## src/rtl/mux_sel_skid.sv

```systemverilog
// ---------------------------------------------------------------------------
// mux_sel_skid
//
// Registered N-way selector with a two-entry skid buffer and valid/ready
// handshakes on both sides.
// The input chosen by `sel` is captured on an accepted transfer. It lands in
// the output register, or in the skid register when the output register is
// full and stalled. Data always leaves in the order it was accepted.
//
// Ports
//   clk        rising-edge clock
//   reset      synchronous, active-high reset
//   in_data    N_IN packed inputs, input k at [k*WIDTH +: WIDTH]
//   sel        input index, sampled only on an accepted transfer
//   in_valid   upstream offers a transfer
//   in_ready   stage can accept (registered: low while the skid entry is full)
//   flush      discard both buffered entries and any same-cycle accept
//   out_data   head-of-stage data, straight from the output register
//   out_valid  out_data is valid
//   out_ready  downstream accepts
//   sel_err    one-cycle pulse after an accepted transfer with sel >= N_IN
//   xfer_cnt   saturating count of completed output handshakes
//
// Parameter constraints: 2 <= N_IN <= 16 and 2**SEL_W >= N_IN.
// ---------------------------------------------------------------------------
module mux_sel_skid #(
    parameter int WIDTH = 32,
    parameter int N_IN  = 4,
    parameter int SEL_W = 2,
    parameter int CNT_W = 16
) (
    input  logic                  clk,
    input  logic                  reset,
    input  logic [N_IN*WIDTH-1:0] in_data,
    input  logic [SEL_W-1:0]      sel,
    input  logic                  in_valid,
    output logic                  in_ready,
    input  logic                  flush,
    output logic [WIDTH-1:0]      out_data,
    output logic                  out_valid,
    input  logic                  out_ready,
    output logic                  sel_err,
    output logic [CNT_W-1:0]      xfer_cnt
);

    logic [WIDTH-1:0] out_data_q,  out_data_d;
    logic             out_valid_q, out_valid_d;
    logic [WIDTH-1:0] skid_data_q, skid_data_d;
    logic             skid_valid_q, skid_valid_d;
    logic             sel_err_q,   sel_err_d;
    logic [CNT_W-1:0] xfer_cnt_q,  xfer_cnt_d;

    logic [WIDTH-1:0] payload;
    logic             sel_hit;
    logic             accept;
    logic             drain;
    logic             out_free;

    // Payload selection. A select with no matching input yields zero and is
    // flagged as out of range.
    always_comb begin
        // NOTE: every always_comb output gets a default first so that no path
        // leaves it unassigned; an unassigned path would infer a latch.
        payload = '0;
        sel_hit = 1'b0;
        for (int k = 0; k < N_IN; k++) begin
            if (sel == SEL_W'(k)) begin
                payload = in_data[k*WIDTH +: WIDTH];
                sel_hit = 1'b1;
            end
        end
    end

    // The skid entry can only be full while the output register is full.
    // That makes "skid empty" exactly "fewer than two entries held".
    assign in_ready = !skid_valid_q;
    assign accept   = in_valid && in_ready;
    assign drain    = out_valid_q && out_ready;
    assign out_free = !out_valid_q || out_ready;

    always_comb begin
        out_data_d   = out_data_q;
        out_valid_d  = out_valid_q;
        skid_data_d  = skid_data_q;
        skid_valid_d = skid_valid_q;
        sel_err_d    = 1'b0;
        xfer_cnt_d   = xfer_cnt_q;

        // A drain completes downstream even when flush empties the stage.
        if (drain && (xfer_cnt_q != '1)) begin
            xfer_cnt_d = xfer_cnt_q + CNT_W'(1);
        end

        if (flush) begin
            // Buffered data and any same-cycle accept are discarded.
            // out_data keeps its last value.
            out_valid_d  = 1'b0;
            skid_valid_d = 1'b0;
        end else begin
            sel_err_d = accept && !sel_hit;
            if (out_free) begin
                if (skid_valid_q) begin
                    // Skid entry moves up first, so it is never overtaken.
                    // in_ready is low here, so no accept can compete.
                    out_data_d   = skid_data_q;
                    out_valid_d  = 1'b1;
                    skid_valid_d = 1'b0;
                end else if (accept) begin
                    out_data_d  = payload;
                    out_valid_d = 1'b1;
                end else begin
                    out_valid_d = 1'b0;
                end
            end else if (accept) begin
                // Output is stalled, so the new entry parks in the skid.
                skid_data_d  = payload;
                skid_valid_d = 1'b1;
            end
        end
    end

    always_ff @(posedge clk) begin
        // NOTE: sequential state uses non-blocking assignments only, so every
        // flop samples the pre-edge values whatever order the statements run in.
        if (reset) begin
            // NOTE: the data registers are reset along with the valid bits.
            // out_data is visible even when out_valid is low, so it must
            // start at a known zero.
            out_data_q   <= '0;
            out_valid_q  <= 1'b0;
            skid_data_q  <= '0;
            skid_valid_q <= 1'b0;
            sel_err_q    <= 1'b0;
            xfer_cnt_q   <= '0;
        end else begin
            out_data_q   <= out_data_d;
            out_valid_q  <= out_valid_d;
            skid_data_q  <= skid_data_d;
            skid_valid_q <= skid_valid_d;
            sel_err_q    <= sel_err_d;
            xfer_cnt_q   <= xfer_cnt_d;
        end
    end

    assign out_data  = out_data_q;
    assign out_valid = out_valid_q;
    assign sel_err   = sel_err_q;
    assign xfer_cnt  = xfer_cnt_q;

endmodule

```

## config.mk

```make
export PLATFORM = sky130hd
export DESIGN_NAME = mux_sel_skid
export DESIGN_NICKNAME = d
export VERILOG_FILES = /design/src/rtl/mux_sel_skid.sv
export SDC_FILE = /design/constraint.sdc
export NUM_CORES = 1
export LEC_CHECK = 0
export ABC_AREA = 0
export BUFFER_PORTS_ARGS = -buffer_cell sky130_fd_sc_hd__buf_2
export CORE_AREA = 3 3 93 112
export CTS_CLUSTER_SIZE = 28
export DETAILED_ROUTE_END_ITERATION = 16
export DIE_AREA = 0 0 96 115
export PLACE_DENSITY = 0.86
export SETUP_SLACK_MARGIN = 0.02
export SLEW_MARGIN = 20
export SYNTH_ARGS = -nofsm -noshare
export SYNTH_HDL_FRONTEND = slang
export SYNTH_SLANG_ARGS = --single-unit
```

## constraint.sdc

```tcl
create_clock -name clk -period 1.9 [get_ports clk]
set_input_delay 0.38 -clock clk [delete_from_list [all_inputs] [get_ports clk]]
set_output_delay 0.38 -clock clk [all_outputs]
set_load 0.05 [all_outputs]
```

== Yosys cells after proc, flatten, opt, wreduce, memory -nomap -nowiden ==
Index checks and enable logic that the tools add are counted.

* Divide/modulo/power cells: 0
* Reductions and logical operators: 14
* Equality and inequality tests: 4
* $lt $le $gt $ge: 0
* $mul: 0
* Mux-type cells: 12
* Bitwise operators: 2
* Shifts and indexed selects: 0
* Add/subtract/negate cells: 1

{| class="wikitable"
|+ Operators by type and width
! cell !! count
|-
| $mux 32 || 6
|-
| $add 16x1->16 const B || 1
|-
| $ne 16x16->1 const B || 1
|-
| $mux 1 || 6
|-
| $reduce_and 3->1 || 2
|-
| $eq 2x2->1 const B || 2
|-
| $logic_and 1x1->1 || 4
|-
| $logic_not 1->1 || 3
|-
| $reduce_or 3->1 || 1
|-
| $eq 2x1->1 const B || 1
|-
| $logic_not 2->1 || 1
|-
| $not 1->1 || 2
|-
| $reduce_bool 2->1 || 1
|-
| $reduce_or 2->1 || 1
|-
| $logic_or 1x1->1 || 1
|}

* Bits in latches: 0
* Memories: 0
* Logic and storage cells: 39
* Bits in writable memories: 0
* Memory bits (read-only): 0
* Output and inout port bits: 51
* Flip-flop bits (word level): 83
* Input bits: 135

== Logic depth before layout (Yosys ltp) ==
* Depth after elaboration: 7
* Gate-level depth with buffers: 7
* Gate-level depth less buffers: 5

== Least setup slack after synthesis ==
OpenSTA, ideal clock, no wires.

* Path type: reg-to-reg
* Start: register xfer_cnt_q[0] (netlist: xfer_cnt[0])
* End: register xfer_cnt_q[8] (netlist: xfer_cnt[8])
* Stages on the path, launching flop included: 6
* Clock period less this slack: 1886 ps
* Slack: 14 ps
* Buffers on the path: 0
* Arrival time: 1816 ps
* Setup time: 70 ps
* Required time: 1830 ps
* Path through: dfxtp_1 ha_1 and4_1 nand2_1 or4_1 a21oi_1

* Word-level cells in the longest chain between the ends: 2
* Elaborated cells between the ends (all ways): 3
* Classes of those cells: add/sub: 1; eq/ne: 1; reduce/logical: 1

{| class="wikitable"
|+ Ends and longest elaborated chain
! element !! line !! text
|-
| from (decl) || 51 || <nowiki>logic [CNT_W-1:0] xfer_cnt_q, xfer_cnt_d;</nowiki>
|-
| from (signal assigned) || 141 || <nowiki>xfer_cnt_q <= xfer_cnt_d;</nowiki>
|-
| parallel branches: the longest is 2 deep, another holds $add 16x1->16 || n/a ||
|}

Several ways; the timed one is not identified.
A chain may end at the register's enable or synchronous reset.

== Worst setup path in the final report ==
Same ends and word-level chain as after synthesis.

==> results.md <==
* Drt drc at 0
* Largest net degree at the start of global routing at 65
* First-pass GRT wire length at 19100 um
* CTS hold repair buffers at 0
* Leak at 0.00232 uW
* Reg clk slew, reported paths at 0.06 ns
* Via density at 5.52
* Initial Utilization at 0.440
* Worst Setup SP: xfer_cnt[0]$_SDFFE_PP0P_
* CP required at 2.15 ns
* DR WL/cell at 15.7 um
* Status: completed
* Share of cells above drive strength 1 at 0.396
* DP Area at 5260 sq um
* Most common cell in the netlist: nand2_1
* Final Wtd Congestion at 0.816
* Placeable Area at 9520 sq um
* # fillers at 819
* Initial antenna violation count at 0
* # rows at 39
* Mapped Avg Cell Area at 8.99 sq um
* WHS at 0.315 ns
* Achievable Freq at 0.605 GHz
* EDFF count, synth at 0
* DIE HEIGHT at 115 um
* Critical path capture point type: register
* Arr. time, crit path at 1.91 ns
* CP max FO at 5
* Detail Route Antenna Nets at 0
* Worst-Margin Slew at 0.517 ns
* FF-to-FF path depth at 5
* CTS H-Tree Depth at 3
* CTS tree: done
* Distinct cells, synth at 39
* Die area at 11000 sq um
* Synth top cells by count: 138 x nand2_1, 83 x dfxtp_1, 44 x a21oi_1, 36 x nor2_1
* Post-layout min period at 1.65 ns
* Slew headroom at 0.655
* Post-Syn Nets at 602
* Area growth from synthesis to layout at 32.3%
* Drt first pass iters at 4
* Post-synth top area share at 0.397
* Post-synth ARST share at 0
* Total track usage at 0.220
* Final Power at 4210 uW
* Crit Path Category: register to register
* Power Density at 759 nW/um^2
* PortBufs at 185
* Seq cells post-synth at 83
* Maximum vdd drop at 383 uV
* Post-CTS setup buffer count at 0
* Cells after synthesis at 466
* Nets at 772
* Final max-slew violation count at 0
* Die Wd at 96 um
* RSZ-0062 raised after global routing: no
* Total grt overflow at 0
* Syn. warnings at 0
* Ys flop type: dfxtp_1
* Setup tns final at 0 ns
* Starting DRT DRC Count at 189
* Hold Violations, Final at 0
* Cell accounting for the most synthesized area: dfxtp_1
* Register-to-register setup slack at 0.25 ns
* Hpwl dp at 8970 um
* Final Cell Area at 5540 sq um
* Maxcap violations at 0
* Root Buffer: clkbuf_16
* Vias in the first global route at 4061
* Worst Skew at 0.00664 ns
* Worst hold path class: primary input to register
* Final period util at 0.870
* RR Endpoint: xfer_cnt[8]$_SDFFE_PP0P_
* Startpoint types: register
* Top cells by area, synth: dfxtp_1 40%, mux4_2 17%, nand2_1 12%
* Total number of vias at 4220
* IO Pins at 186
* Sinks on Clock Net at 83
* CTS Buf Count at 9
* Register area share after synthesis at 0.397
* Clock latency on the worst-skew pair at 0.33 ns
* Reg-to-Reg Start: xfer_cnt[0]$_SDFFE_PP0P_
* Total wire length at 12000 um
* Synthesized cell area at 4190 sq um
* Setup violators final at 0
* Worst setup path end: xfer_cnt[8]$_SDFFE_PP0P_
* CTS resizes at 0
* Clock buffer depth at 2
-- worst max-delay path, cell delays in order, from the launching register on --
cell and delay (ns):
dfxtp_2 0.35, ha_1 0.24, and4_1 0.26, nand2_1 0.10, or4_1 0.48, a21oi_1 0.15
-- metal layers --
metal | routed length (um) | part of all wire | GRT usage
met1 | 4420 | 0.37 | 0.254
met2 | 6410 | 0.53 | 0.393
met3 | 925 | 0.077 | 0.0478
met4 | 251 | 0.021 | 0.0825
met5 | 0 | 0 | 0
-- cell usage in the layout (no fill, tap or decap), types with 3 or more instances in the layout --
cell	instances
a311oi_1	32
buf_2	185
nor2_1	36
dfxtp_1	81
nand2_1	138
nand4_1	3
o21ai_0	6
or3_1	7
or4_1	5
buf_12	6
a21oi_1	44
mux4_2	32
clkbuf_16	9
inv_1	6
buf_4	6
o31ai_1	6
nand3_1	6
-- how the worst min path moves through the flow --
stage                                 start                            to  slack, ns  depth (start not counted)
6_report                              flush        out_valid$_SDFFE_PP0P_       0.31                          2
4_1_cts                               flush        out_valid$_SDFFE_PP0P_       0.29                          2
5_1_grt                               flush        out_valid$_SDFFE_PP0P_       0.31                          2
3_5_place_dp   skid_data_q[19]$_SDFFE_PP0P_  skid_data_q[19]$_SDFFE_PP0P_       0.45                          2
2_1_floorplan   skid_data_q[0]$_SDFFE_PP0P_   skid_data_q[0]$_SDFFE_PP0P_       0.44                          2
3_3_place_gp    skid_data_q[0]$_SDFFE_PP0P_   skid_data_q[0]$_SDFFE_PP0P_       0.44                          2
-- sequential cells by signal, summed over array words and instances (netlist names) --
signal and flops:
out_valid 1, sel_err 1, skid_data_q 32, out_data 32, xfer_cnt 16, skid_valid_q 1
-- through the flow --
step / instances / worst slack (ns) / util
3_5_place_dp: 748 / 0.237 / 0.552
4_1_cts: 764 / 0.229 / 0.582
5_1_grt: 764 / 0.117 / 0.582
2_1_floorplan: 466 / 0.0569 / -
3_3_place_gp: 748 / 0.289 / 0.552
6_report: 765 / 0.247 / 0.582
-- cell families (layout without fill, tap and decap cells) --
group,after synthesis,count (layout),synth area share
mux,33,33,0.174
flops,83,83,0.397
simple gates,209,209,0.224
compound gates,95,95,0.152
fa+ha+maj,1,1,0.00299
other cells,1,2,0.000895
buf+inv,44,219,0.0484
-- cell type report --
type | instances | area [sq um] | area share
multi-input combinational | 339 | 2320 | 0.419
clock buffer | 12 | 256 | 0.0463
inverter | 6 | 22.5 | 0.00407
antenna | 1 | 2.50 | 0.000452
sequential | 83 | 1660 | 0.300
tap | 123 | 154 | 0.0278
timing repair buffer | 197 | 1090 | 0.197
clock inverter | 4 | 25.0 | 0.00452
-- power by group --
part / switching [uW] / leakage, uW / total [uW] / internal [uW]
clock: 668 / 0.000135 / 1620 / 952
combinational: 436 / 0.00151 / 755 / 319
sequential: 31.1 / 0.000677 / 1830 / 1800
Note: power is estimated with default switching activity, not from simulation.
